File: src/rtl/pb_debounce_bank.sv
// -----------------------------------------------------------------------------
// pb_debounce_bank
//
// Multi-channel push-button debouncer. Each of CHANNELS raw pins is
// polarity-normalised (INVERT mask bit 1 = active-low pin). It then passes
// through a two-flop synchroniser and is filtered by a saturating stability
// counter. The debounced level changes only after the synchronised input has
// disagreed with it for 2^CNT_W consecutive cycles.
//
// Optional feature macro: PB_DEBOUNCE_REPEAT_EN
//   defined   -> per-channel hold-to-repeat counters drive pb_repeat
//   undefined -> pb_repeat is tied to 0 and the RPT_* parameters are unused
//
// Ports
//   clk       : system clock, all state on the rising edge
//   rst_n     : asynchronous active-low reset (release assumed synchronous)
//   pb_in     : raw asynchronous button pins
//   pb_state  : debounced level, 1 = pressed (registered)
//   pb_down   : one-cycle strobe on each accepted press (registered)
//   pb_up     : one-cycle strobe on each accepted release (registered)
//   pb_repeat : one-cycle hold-repeat strobe (registered)
// -----------------------------------------------------------------------------
module pb_debounce_bank #(
   parameter int                   CHANNELS   = 4,
   parameter int                   CNT_W      = 16,
   parameter logic [CHANNELS-1:0]  INVERT     = {CHANNELS{1'b0}},
   parameter int                   RPT_W      = 24,
   parameter logic [RPT_W-1:0]     RPT_FIRST  = 24'd12_000_000,
   parameter logic [RPT_W-1:0]     RPT_PERIOD = 24'd3_000_000
) (
   input  logic                clk,
   input  logic                rst_n,
   input  logic [CHANNELS-1:0] pb_in,
   output logic [CHANNELS-1:0] pb_state,
   output logic [CHANNELS-1:0] pb_down,
   output logic [CHANNELS-1:0] pb_up,
   output logic [CHANNELS-1:0] pb_repeat
);

   // One step of the stability counter. Returns {toggle, next_count}.
   // The counter clears on agreement and never wraps: when it is all-ones
   // and the mismatch persists, the level toggles and the count restarts.
   function automatic logic [CNT_W:0] stab_step(input logic             mismatch,
                                                input logic [CNT_W-1:0] cnt);
      logic [CNT_W:0] r;
      if (!mismatch) begin
         r = {1'b0, {CNT_W{1'b0}}};
      end else if (cnt == {CNT_W{1'b1}}) begin
         r = {1'b1, {CNT_W{1'b0}}};
      end else begin
         r = {1'b0, cnt + {{(CNT_W-1){1'b0}}, 1'b1}};
      end
      return r;
   endfunction

   logic [CHANNELS-1:0] lvl;
   logic [CHANNELS-1:0] sync0_q, sync1_q;
   logic [CHANNELS-1:0] state_q, state_d;
   logic [CHANNELS-1:0] down_q, down_d;
   logic [CHANNELS-1:0] up_q, up_d;
   logic [CHANNELS-1:0] tog;
   logic [CNT_W-1:0]    cnt_q [CHANNELS];
   logic [CNT_W-1:0]    cnt_d [CHANNELS];

   // Normalise polarity so that 1 always means pressed.
   assign lvl = pb_in ^ INVERT;

   always_comb begin
      state_d = state_q;
      down_d  = '0;
      up_d    = '0;
      tog     = '0;
      for (int i = 0; i < CHANNELS; i++) begin
         {tog[i], cnt_d[i]} = stab_step(sync1_q[i] ^ state_q[i], cnt_q[i]);
         if (tog[i]) begin
            state_d[i] = ~state_q[i];
            down_d[i]  = ~state_q[i];
            up_d[i]    = state_q[i];
         end
      end
   end

   // Stage: synchroniser, stability counter, debounced level and strobes
   always_ff @(posedge clk or negedge rst_n) begin
      if (!rst_n) begin
         sync0_q <= '0;
         sync1_q <= '0;
         state_q <= '0;
         down_q  <= '0;
         up_q    <= '0;
         for (int i = 0; i < CHANNELS; i++) begin
            cnt_q[i] <= '0;
         end
      end else begin
         sync0_q <= lvl;
         sync1_q <= sync0_q;
         state_q <= state_d;
         down_q  <= down_d;
         up_q    <= up_d;
         for (int i = 0; i < CHANNELS; i++) begin
            cnt_q[i] <= cnt_d[i];
         end
      end
   end

   assign pb_state = state_q;
   assign pb_down  = down_q;
   assign pb_up    = up_q;

`ifdef PB_DEBOUNCE_REPEAT_EN
   // The repeat counter counts up to the current target (RPT_FIRST before the
   // first repeat, RPT_PERIOD afterwards) and restarts from 0 on each repeat,
   // so it never needs to exceed max(RPT_FIRST, RPT_PERIOD).
   logic [RPT_W-1:0]    rpt_cnt_q [CHANNELS];
   logic [RPT_W-1:0]    rpt_cnt_d [CHANNELS];
   logic [CHANNELS-1:0] rpt_first_q, rpt_first_d;
   logic [CHANNELS-1:0] rpt_q, rpt_d;

   always_comb begin
      logic [RPT_W-1:0] inc;
      logic [RPT_W-1:0] tgt;
      inc         = '0;
      tgt         = '0;
      rpt_first_d = rpt_first_q;
      rpt_d       = '0;
      for (int i = 0; i < CHANNELS; i++) begin
         rpt_cnt_d[i] = rpt_cnt_q[i];
         if (!state_q[i] && state_d[i]) begin
            // press edge: start timing from 0
            rpt_cnt_d[i]   = '0;
            rpt_first_d[i] = 1'b0;
         end else if (state_q[i] && state_d[i]) begin
            inc = rpt_cnt_q[i] + {{(RPT_W-1){1'b0}}, 1'b1};
            tgt = rpt_first_q[i] ? RPT_PERIOD : RPT_FIRST;
            if (inc == tgt) begin
               rpt_d[i]       = 1'b1;
               rpt_cnt_d[i]   = '0;
               rpt_first_d[i] = 1'b1;
            end else begin
               rpt_cnt_d[i] = inc;
            end
         end else begin
            // released or releasing this edge: no repeat, counter idle
            rpt_cnt_d[i]   = '0;
            rpt_first_d[i] = 1'b0;
         end
      end
   end

   // Stage: hold-repeat counters and strobe
   always_ff @(posedge clk or negedge rst_n) begin
      if (!rst_n) begin
         rpt_first_q <= '0;
         rpt_q       <= '0;
         for (int i = 0; i < CHANNELS; i++) begin
            rpt_cnt_q[i] <= '0;
         end
      end else begin
         rpt_first_q <= rpt_first_d;
         rpt_q       <= rpt_d;
         for (int i = 0; i < CHANNELS; i++) begin
            rpt_cnt_q[i] <= rpt_cnt_d[i];
         end
      end
   end

   assign pb_repeat = rpt_q;
`else
   logic unused_rpt;
   assign unused_rpt = ^{RPT_FIRST, RPT_PERIOD};
   assign pb_repeat  = '0;
`endif

endmodule
File: config.mk
export PLATFORM = sky130hd
export DESIGN_NAME = pb_debounce_bank
export DESIGN_NICKNAME = d
export VERILOG_FILES = /design/src/rtl/pb_debounce_bank.sv
export SDC_FILE = /design/constraint.sdc
export NUM_CORES = 1
export LEC_CHECK = 0
export ABC_CLOCK_PERIOD_IN_PS = 2200
export CORE_MARGIN = 4
export CORE_UTILIZATION = 58
export CTS_CLUSTER_SIZE = 20
export DETAILED_ROUTE_END_ITERATION = 8
export DONT_BUFFER_PORTS = 1
export PLACE_DENSITY = 0.79
export SETUP_SLACK_MARGIN = 0.2
export SLEW_MARGIN = 0
export SYNTH_ARGS = -nofsm -noshare
export SYNTH_HDL_FRONTEND = slang
export SYNTH_SLANG_ARGS = --single-unit
File: constraint.sdc
create_clock -name clk -period 2.2 [get_ports clk]
set_input_delay 0.44 -clock clk [delete_from_list [all_inputs] [get_ports clk]]
set_output_delay 0.44 -clock clk [all_outputs]
set_load 0.05 [all_outputs]
==> results.tsv, run 1 <==
stage	metric	value	unit
status	status	finished with violations	
status	failing checks	negative hold slack	
placed_design	HPWL reported at the end of detailed placement	4.36	mm
clock_network	Clk Latency, worst-skew pair	350	ps
floorplanning	core area	6350	um2
clock_network	cts bufs inserted	9	
setup_path	Crit-path slowest cell	o31ai_2	
sta	setup_tns	0	ps
yosys	Avg Cell Area, Syn	10.5	um2
routing	post-route ant nets	0	
yosys	post-synthesis async set-or-reset flop share	100	%
setup_path	CP bufs+invs	1	
routing	post-DR vias/cell	5.60	
yosys	register area share after synthesis	55.3	%
pwr	PD cells	652	nW/um2
placed_design	input/output buffers	0	
routing	DRC errors left	0	
sta	setup violators final	0	
sta	post-route minimum period	1770	ps
floorplanning	Initial Util	59.8	%
placed_design	routability cong.	0.847	
clock_network	CTS H-tree depth	3	
setup_path	Critical Path Start	cnt_q[48]	
grt	antenna violations before repair	0	
floorplanning	Top-Level Pins	22	
final_layout	fill cell count	490	
final_layout	area of the multi-input gates	1630	um2
yosys	simple-gate portion of the synthesized area	24.5	%
yosys	Post-synth EDFFs	0	
final_layout	layout cells sized above 1	8.24	%
setup_path	arrival time at the worst endpoint	2010	ps
floorplanning	Die Y	88.9	um
yosys	Post-Synth Adder-Cell Area	1.32	%
pwr	Pleak	1.67	nW
clock_network	post-CTS setup buffer count	0	
final_layout	Inserted Diodes	0	
pwr	peak supply drop	0.000477	V
grt	met2 Resource Use GR	29.6	%
final_layout	number of nets in the layout	381	
yosys	Cell Area, Synth	3800	um2
floorplanning	die area	7910	um2
setup_path	CP max stage delay	520	ps
yosys	main combinational cell family by area after synthesis	simple AND/OR/NAND/NOR gates	
clock_network	Clock Tree Buf Depth	2	
routing	DR vias	2535	
yosys	Post-Synthesis Cells	362	
routing	DR iter-0 viols	83	
sta	RSZ-0062 raised after global routing	no	
setup_path	CP Launch Type	flop	
setup_path	CP Class	flop to flop	
floorplanning	Row Count	29	
grt	met1 global-route usage	21.6	%
setup_path	CP delay by family, top	compound AO/OA/AOI/OAI gates	
yosys	Netlist cell types	32	
grt	first-pass GRT wire length	10.8	mm
clock_network	CTS tree	built	
setup_path	CP Capture Type	flop	
pwr	post-route total power	2.65	mW
sta	worst hold slack	-220	ps
sta	Fmax	0.566	GHz
yosys	FF+latch count, synth	84	
sta	measured slew at the worst slew-check pin	591	ps
yosys	mux share of post-synthesis cell area	1.28	%
min_path	Hold Crit Class	primary input to asynchronous set/reset pin	
routing	drt pass-1 iters	4	
clock_network	clock sink count	84	
yosys	Compound-Gate Fraction of Synth Area	2.34	%
sta	Worst Skew	6.32	ps
grt	GRT Max-Usage Layer	met2	
grt	pin count of the biggest net entering global routing	85	
setup_path	crit path max fanout	7	
grt	vias in the first global route	2517	
run	max-cap violations	0	
setup_path	worst path cell trace	ha_1 -> nand4_1 -> o31ai_2 -> buf_4 -> nor2_1	
yosys	Most used DFF post-synth	dfrtp_1	
final_layout	Register Area	2100	um2
sta	final worst-path cycle share	80.3	%
routing	final WL	6.32	mm
sta	max-slew violation count	0	
setup_path	RR Startpoint	cnt_q[48]	
grt	GRT Total Usage	17.9	%
final_layout	Area Overhead vs Synth	7.08	%
grt	M3 GR Usage	7.56	%
sta	Max transition margin	60.6	%
grt	Congestion Overflow GR	0	
yosys	Synth Warn #	0	
sta	Final Hold Fails	84	
setup_path	Worst EP required	2440	ps
clock_network	clk slew on worst S/H paths	80	ps
clock_network	CTS Root Cell	clkbuf_8	
floorplanning	die extent in x	88.9	um
yosys	Post-Synth XOR/XNOR Area	12.9	%
routing	WL per Instance	14.0	um
## stage by stage
step | util [%] | setup WS, ps | instances | instance area, um2
after floorplan | - | 622 | 365 | 3810
after global placement | 61.2 | 507 | 437 | 3890
after detailed placement | 61.2 | 380 | 437 | 3890
after CTS | 64.0 | 378 | 453 | 4070
after global routing | 64.1 | 270 | 453 | 4070
final | 64.1 | 433 | 453 | 4070
## sequential cells by signal, indices dropped and copies added (netlist names)
register  cells
cnt_q        64
pb_down       4
pb_state      4
pb_up         4
sync0_q       4
sync1_q       4
## worst reg2reg max path: cells and delay by family, from the launching register on
family | cells | cell delay (ps)
AOI/OAI and AO/OA | 1 | 520
DFF | 1 | 400
buffers and inverters | 1 | 250
and+or+nand+nor | 2 | 260
adders and majority gates | 1 | 240
## where the power goes
part | internal [mW] | switching [mW]
clock network | 0.473 | 0.507
registers | 1.57 | 0.0274
logic | 0.0268 | 0.0502
total | 2.07 | 0.585
## cells by family (layout without fill, tap and decap cells)
family / Yosys count / count (layout)
mux: 4 / 4
compound gates: 13 / 13
simple gates: 183 / 183
xor+xnor: 56 / 56
other cells: 1 / 4
flops: 84 / 84
fa+ha+maj: 4 / 4
buf+inv: 17 / 28
## metal layers
layer / vias to the layer above / routed length (um)
met1: 1227 / 2960
met4: 0 / 76
li1: 1270 / -
met2: 28 / 2990
met5: - / 0
met3: 10 / 290
## worst paths after layout
path,end,slack [ps],depth (start not counted)
min reg2reg,sync1_q[2],360,0
min in group clk,sync0_q[0],110,0
max reg2reg,cnt_q[57],430,5
min,cnt_q[12],-220,0
max in group asynchronous,cnt_q[28],2300,0
max,cnt_q[57],430,5
## what timing repair did
item	in CTS	in global routing
setup endpoints to repair	0	4
hold endpoints to repair	84	84
gates resized for setup	0	1
## cells in the mapped netlist, drive strengths merged (8+ instances only)
cell / instances / area share (%)
nand3: 23 / 3.2
buf: 8 / 1.3
nor2: 64 / 6.3
nor4: 10 / 1.6
nor3b: 9 / 1.8
xor2: 18 / 4.2
nand4: 20 / 3.3
xnor2: 38 / 8.8
dfrtp: 84 / 55
nand2: 19 / 1.9
and4: 8 / 1.8
nor3: 16 / 2.1
## cells in the final DEF, fill, tap and decap left out, drive strengths merged, types with 7 or more instances in the layout
cell type  count
nor3b          9
xnor2         38
clkbuf        13
nor3          16
nor2          64
nor4          10
and4           8
inv            7
nand2         19
dfrtp         84
nand3         23
nand4         20
xor2          18
## cell type report
type	count	share of cell area, %
Sequential cell	84	51.7
Multi-Input combinational cell	264	40.0
Clock buffer	13	3.91
Tap cell	77	2.37
Timing Repair Buffer	5	0.923
Inverter	7	0.646
Clock inverter	3	0.523
(Power assumes the default switching activity.)
==> run 2: changes to the inputs <==
- ABC_CLOCK_PERIOD_IN_PS: 2200 -> 1700
- clock period: 2.2 -> 1.7 ns (I/O delays scaled with it)
==> run 2 against run 1 <==
  * Worst setup slack worse by 300 ps
  * Wire length up 28%
  * Die area unchanged
  * Sequential cell count unchanged
  * Non-clock buffer count up 48
  * The flow still finishes with violations (negative hold slack)
  * Power up 43%
  * Via count up 14%
  * Register-to-register slack worse by 300 ps
  * Core utilization up 12 points
==> results.tsv, run 2 (same netlist as run 1, synthesis figures left out) <==
stage	metric	value	unit
grt	Congestion Overflow GR	0	
setup_path	Worst EP required	1930	ps
grt	GRT Total Usage	20.3	%
routing	drt pass-1 iters	4	
status	status	finished with violations	
pwr	post-route total power	3.79	mW
placed_design	routability cong.	0.881	
final_layout	number of nets in the layout	429	
routing	DR vias	2893	
setup_path	CP Capture Type	flop	
sta	Fmax	0.636	GHz
placed_design	dpl cell area	3990	um2
sta	max-slew violation count	0	
sta	setup_tns	0	ps
final_layout	design area	4820	um2
setup_path	CP Class	flop to flop	
final_layout	Register Area	2100	um2
sta	worst hold slack	-326	ps
grt	pin count of the biggest net entering global routing	85	
grt	antenna violations before repair	0	
sta	RSZ-0062 raised after global routing	yes	
floorplanning	die area	7910	um2
sta	setup violators final	0	
floorplanning	Die Y	88.9	um
pwr	PD cells	787	nW/um2
pwr	internal power	2.98	mW
final_layout	area of the multi-input gates	1950	um2
final_layout	Area Overhead vs Synth	26.9	%
routing	DR iter-0 viols	132	
routing	final WL	8.11	mm
final_layout	most frequent cells in the layout	83 x dfrtp_1, 47 x nor2_1, 44 x buf_4, 36 x xnor2_1, 20 x nand4_1	
clock_network	clock sink count	84	
pwr	peak supply drop	0.000663	V
setup_path	CP Launch Type	flop	
pwr	combinational power share	4.8	%
placed_design	Place WS	82.9	ps
routing	WL per Instance	16.2	um
sta	post-route minimum period	1570	ps
clock_network	CTS tree	built	
pwr	Pleak	1.99	nW
sta	Worst Skew	11.9	ps
clock_network	cts bufs inserted	9	
status	failing checks	negative hold slack	
sta	final worst setup slack	128	ps
pwr	switch share	21.4	%
min_path	Hold Crit Class	primary input to asynchronous set/reset pin	
final_layout	Most flops, register	cnt_q	
pwr	clock share of power	40.6	%
sta	Final Hold Fails	84	
clock_network	clk slew on worst S/H paths	80	ps
routing	DRC errors left	0	
routing	post-route ant nets	0	
clock_network	Clock Tree Buf Depth	2	
floorplanning	core area	6350	um2
floorplanning	Row Count	29	
floorplanning	Initial Util	59.8	%
placed_design	HPWL reported at the end of detailed placement	4.65	mm
pwr	register share of total power	54.6	%
run	max-cap violations	0	
clock_network	CTS H-tree depth	3	
final_layout	max reg flops	64	
pwr	Net Sw Power	0.811	mW
setup_path	worst r2r path cells	4	
setup_path	arrival time at the worst endpoint	1800	ps
placed_design	input/output buffers	0	
grt	first-pass GRT wire length	12.4	mm
final_layout	Inserted Diodes	0	
sta	final worst-path cycle share	92.5	%
clock_network	Clk Latency, worst-skew pair	350	ps
grt	vias in the first global route	2697	
floorplanning	Top-Level Pins	22	
floorplanning	die extent in x	88.9	um
setup_path	crit path max fanout	4	
final_layout	leading cell type in the layout, fill and taps excluded	dfrtp_1	
clock_network	CTS Root Cell	clkbuf_8	
final_layout	layout cells sized above 1	28.3	%
final_layout	fill cell count	393	
routing	post-DR vias/cell	5.77	
run 2: critical path, cell delays in order, from the launching register on:
cell and delay [ps]:
dfrtp_1 360, and4_1 220, nand4_1 130, or3_4 450
mux2_4 310
run 2: routing by layer:
metal,vias to the layer above,track usage (%),part of all wire [%],routed length (um)
met2,85,32.0,51,4170
met3,10,4.98,4.9,395
met4,0,8.12,0.99,80
met1,1438,27.3,43,3460
li1,1360,-,-,-
met5,-,0,0,0
run 2: path summary, 6_finish.rpt:
check,slack [ps],from,end
worst max-delay path,130,cnt_q[59],pb_state[0]
worst min-delay path,-330,rst_n,cnt_q[12]
worst max register to register,130,cnt_q[59],pb_state[0]
worst min register to register,370,sync0_q[3],sync1_q[3]
max in group asynchronous,1900,rst_n,cnt_q[37]
min in group clk,370,sync0_q[3],sync1_q[3]
run 2: repair_timing:
item | in CTS | in global routing
resized for setup | 9 | 62
buffers inserted | 20 | 12
endpoints found under the hold margin | 84 | 88
pin swaps | 7 | 32
setup endpoints to repair | 55 | 59
cloned | 0 | 0
run 2: power by group through the flow:
stage                     clock, mW  sequential [mW]  combinational [mW]
after floorplan                   0             2.09              0.0964
after global placement            0             2.10               0.109
after detailed placement          0             2.10               0.111
after CTS                      1.58             2.06               0.143
after global routing           1.67             2.07               0.199
final                          1.54             2.07               0.181
run 2: through the flow:
stage,hold WS [ps],util (%),cells
2_1_floorplan,44.4,-,365
3_3_place_gp,47.5,62.8,449
3_5_place_dp,47.1,62.8,449
4_1_cts,-339,69.4,485
5_1_grt,-358,75.9,501
6_report,-326,75.9,501
run 2: final cells by class:
class	instances	share of cell area, %
sequential	84	43.6
multi-input combinational	264	40.4
timing repair buffer	53	8.85
clock buffer	12	3.01
tap	77	2.00
clock inverter	4	1.51
inverter	7	0.545
==> run 3: changes to the inputs <==
- ABC_CLOCK_PERIOD_IN_PS: 1700 -> 1500
- clock period: 1.7 -> 1.5 ns (I/O delays scaled with it)
==> run 3 against run 2 <==
  * Clock power up 22%
  * Fmax is 2.8% lower
  * Sequential power increased by 13%
  * The run ends with negative hold slack, negative setup slack left
  * Critical endpoint is now cnt_q[5]
  * Critical path type unchanged
  * Sequential cell count is the same
  * Final cell count rose by 9.2%
  * Largest cell class is now multi-input combinational cells
==> results.tsv, run 3 (same netlist as run 1, synthesis figures left out) <==
stage	metric	value	unit
routing	post-route ant nets	0	
clock_network	CTS H-tree depth	3	
final_layout	max reg flops	64	
clock_network	clock sink count	84	
routing	DR vias	3347	
sta	Worst Skew	14.4	ps
setup_path	Crit-path slowest cell	dfrtp_1	
routing	WL per Instance	20.8	um
routing	drt pass-1 iters	5	
routing	final WL	11.4	mm
setup_path	CP Launch Type	flop	
sta	final worst setup slack	-117	ps
grt	first-pass GRT wire length	15.7	mm
final_layout	layout cells sized above 1	48.1	%
final_layout	leading cell type in the layout, fill and taps excluded	buf_4	
floorplanning	Initial Util	59.8	%
clock_network	cts bufs inserted	9	
floorplanning	Row Count	29	
sta	max-slew violation count	0	
floorplanning	core area	6350	um2
placed_design	input/output buffers	0	
grt	pin count of the biggest net entering global routing	85	
setup_path	CP Capture Type	flop	
setup_path	CP dominant cell by count	nor2_2	
grt	vias in the first global route	3259	
placed_design	routability cong.	0.796	
floorplanning	Die Y	88.9	um
min_path	Hold Crit Class	primary input to asynchronous set/reset pin	
final_layout	Most flops, register	cnt_q	
setup_path	CP delay by family, top	simple AND/OR/NAND/NOR gates	
grt	GRT Total Usage	26.4	%
routing	post-DR vias/cell	6.12	
run	max-cap violations	0	
floorplanning	die area	7910	um2
pwr	Pleak	2.34	nW
clock_network	# hold bufs at CTS	4	
sta	setup violators final	34	
placed_design	Place WS	-12.4	ps
sta	worst hold slack	-398	ps
placed_design	HPWL reported at the end of detailed placement	4.88	mm
routing	DR iter-0 viols	200	
sta	final worst-path cycle share	108	%
final_layout	most frequent cells in the layout	76 x buf_4, 74 x dfrtp_1, 35 x xnor2_1, 28 x nor2_2, 22 x nor2_1	
status	status	finished with violations	
pwr	PD cells	810	nW/um2
sta	post-route minimum period	1620	ps
status	failing checks	negative hold slack, negative setup slack	
final_layout	final std cells w/o fill	547	
setup_path	setup slack, reg-to-reg	-120	ps
setup_path	CP max stage delay	380	ps
final_layout	Area Overhead vs Synth	47.4	%
sta	Fmax	0.618	GHz
pwr	peak supply drop	0.000694	V
clock_network	Clk Latency, worst-skew pair	380	ps
clock_network	CTS Root Cell	clkbuf_8	
setup_path	worst path cell trace	ha_2 -> nand4_1 -> nor2_2 -> buf_4 -> a41o_4 -> buf_12 -> nor2_2	
setup_path	CP bufs+invs	2	
grt	antenna violations before repair	0	
clock_network	CTS tree	built	
setup_path	crit path max fanout	7	
floorplanning	Top-Level Pins	22	
floorplanning	die extent in x	88.9	um
clock_network	clk slew on worst S/H paths	90	ps
sta	RSZ-0062 raised after global routing	yes	
clock_network	Clock Tree Buf Depth	2	
setup_path	Worst EP required	1760	ps
sta	Final Hold Fails	84	
grt	Congestion Overflow GR	0	
setup_path	arrival time at the worst endpoint	1880	ps
setup_path	CP Class	flop to flop	
final_layout	number of nets in the layout	475	
final_layout	Inserted Diodes	0	
placed_design	placed cell count	477	
routing	DRC errors left	0	
-- run 3: cell types whose count changed in the layout (fill, tap and decap cells not counted), moves of 5 or more --
| cell | change |
|---|---|
| buf_6 | +8 |
| dfrtp_1 | -9 |
| nand3_4 | +7 |
| buf_4 | +32 |
| nor2_1 | -25 |
| nor2_2 | +24 |
| nor3b_1 | -5 |
| dfrtp_2 | +9 |
-- run 3: cell type report --
class	count	area, um2
Sequential cell	84	2110
Multi-Input combinational cell	266	2290
Fill cell	276	751
Timing Repair Buffer	97	840
Inverter	7	26.3
Clock inverter	5	83.8
Clock buffer	11	151
Tap cell	77	96.3
-- run 3: routing by layer --
| layer | routed length [um] | global-route usage [%] |
|---|---|---|
| met1 | 4230 | 33.2 |
| met2 | 6060 | 44.9 |
| met3 | 613 | 6.27 |
| met4 | 491 | 8.93 |
| met5 | 0 | 0 |
-- run 3: path summary, 6_finish.rpt --
path                       startpoint     endpoint  depth (start not counted)
min reg2reg                sync0_q[3]   sync1_q[3]                          0
min in group clk           sync0_q[3]   sync1_q[3]                          0
max reg2reg                  cnt_q[1]     cnt_q[5]                          7
max in group asynchronous       rst_n  pb_state[1]                          0
max                          cnt_q[1]     cnt_q[5]                          7
min                             rst_n     cnt_q[8]                          0
-- run 3: where the power goes --
part	internal [mW]	switching [mW]
Combinational	0.151	0.164
Clock	1.03	0.850
Sequential	2.30	0.0402
-- run 3: repair_timing --
action,CTS,global route
buffers inserted,27,20
pin swaps,41,44
endpoints found under the hold margin,88,84
gates resized for setup,84,66
cloned,2,1
endpoints found under the setup margin,77,85
-- run 3: metrics by stage --
step / instance area (um2) / TNS, ps / utilization (%) / hold WS [ps] / total power, mW
finish: 5600 / -2290 / 88.2 / -398 / 4.54
global route: 5600 / -5270 / 88.2 / -410 / 4.69
CTS: 5170 / -17.6 / 81.4 / -390 / 4.46
detailed placement: 4280 / -27.1 / 67.4 / 6.37 / 2.54
global placement: 4280 / 0 / 67.4 / 6.66 / 2.54
floorplan: 3920 / -38.3 / - / 4.41 / 2.49
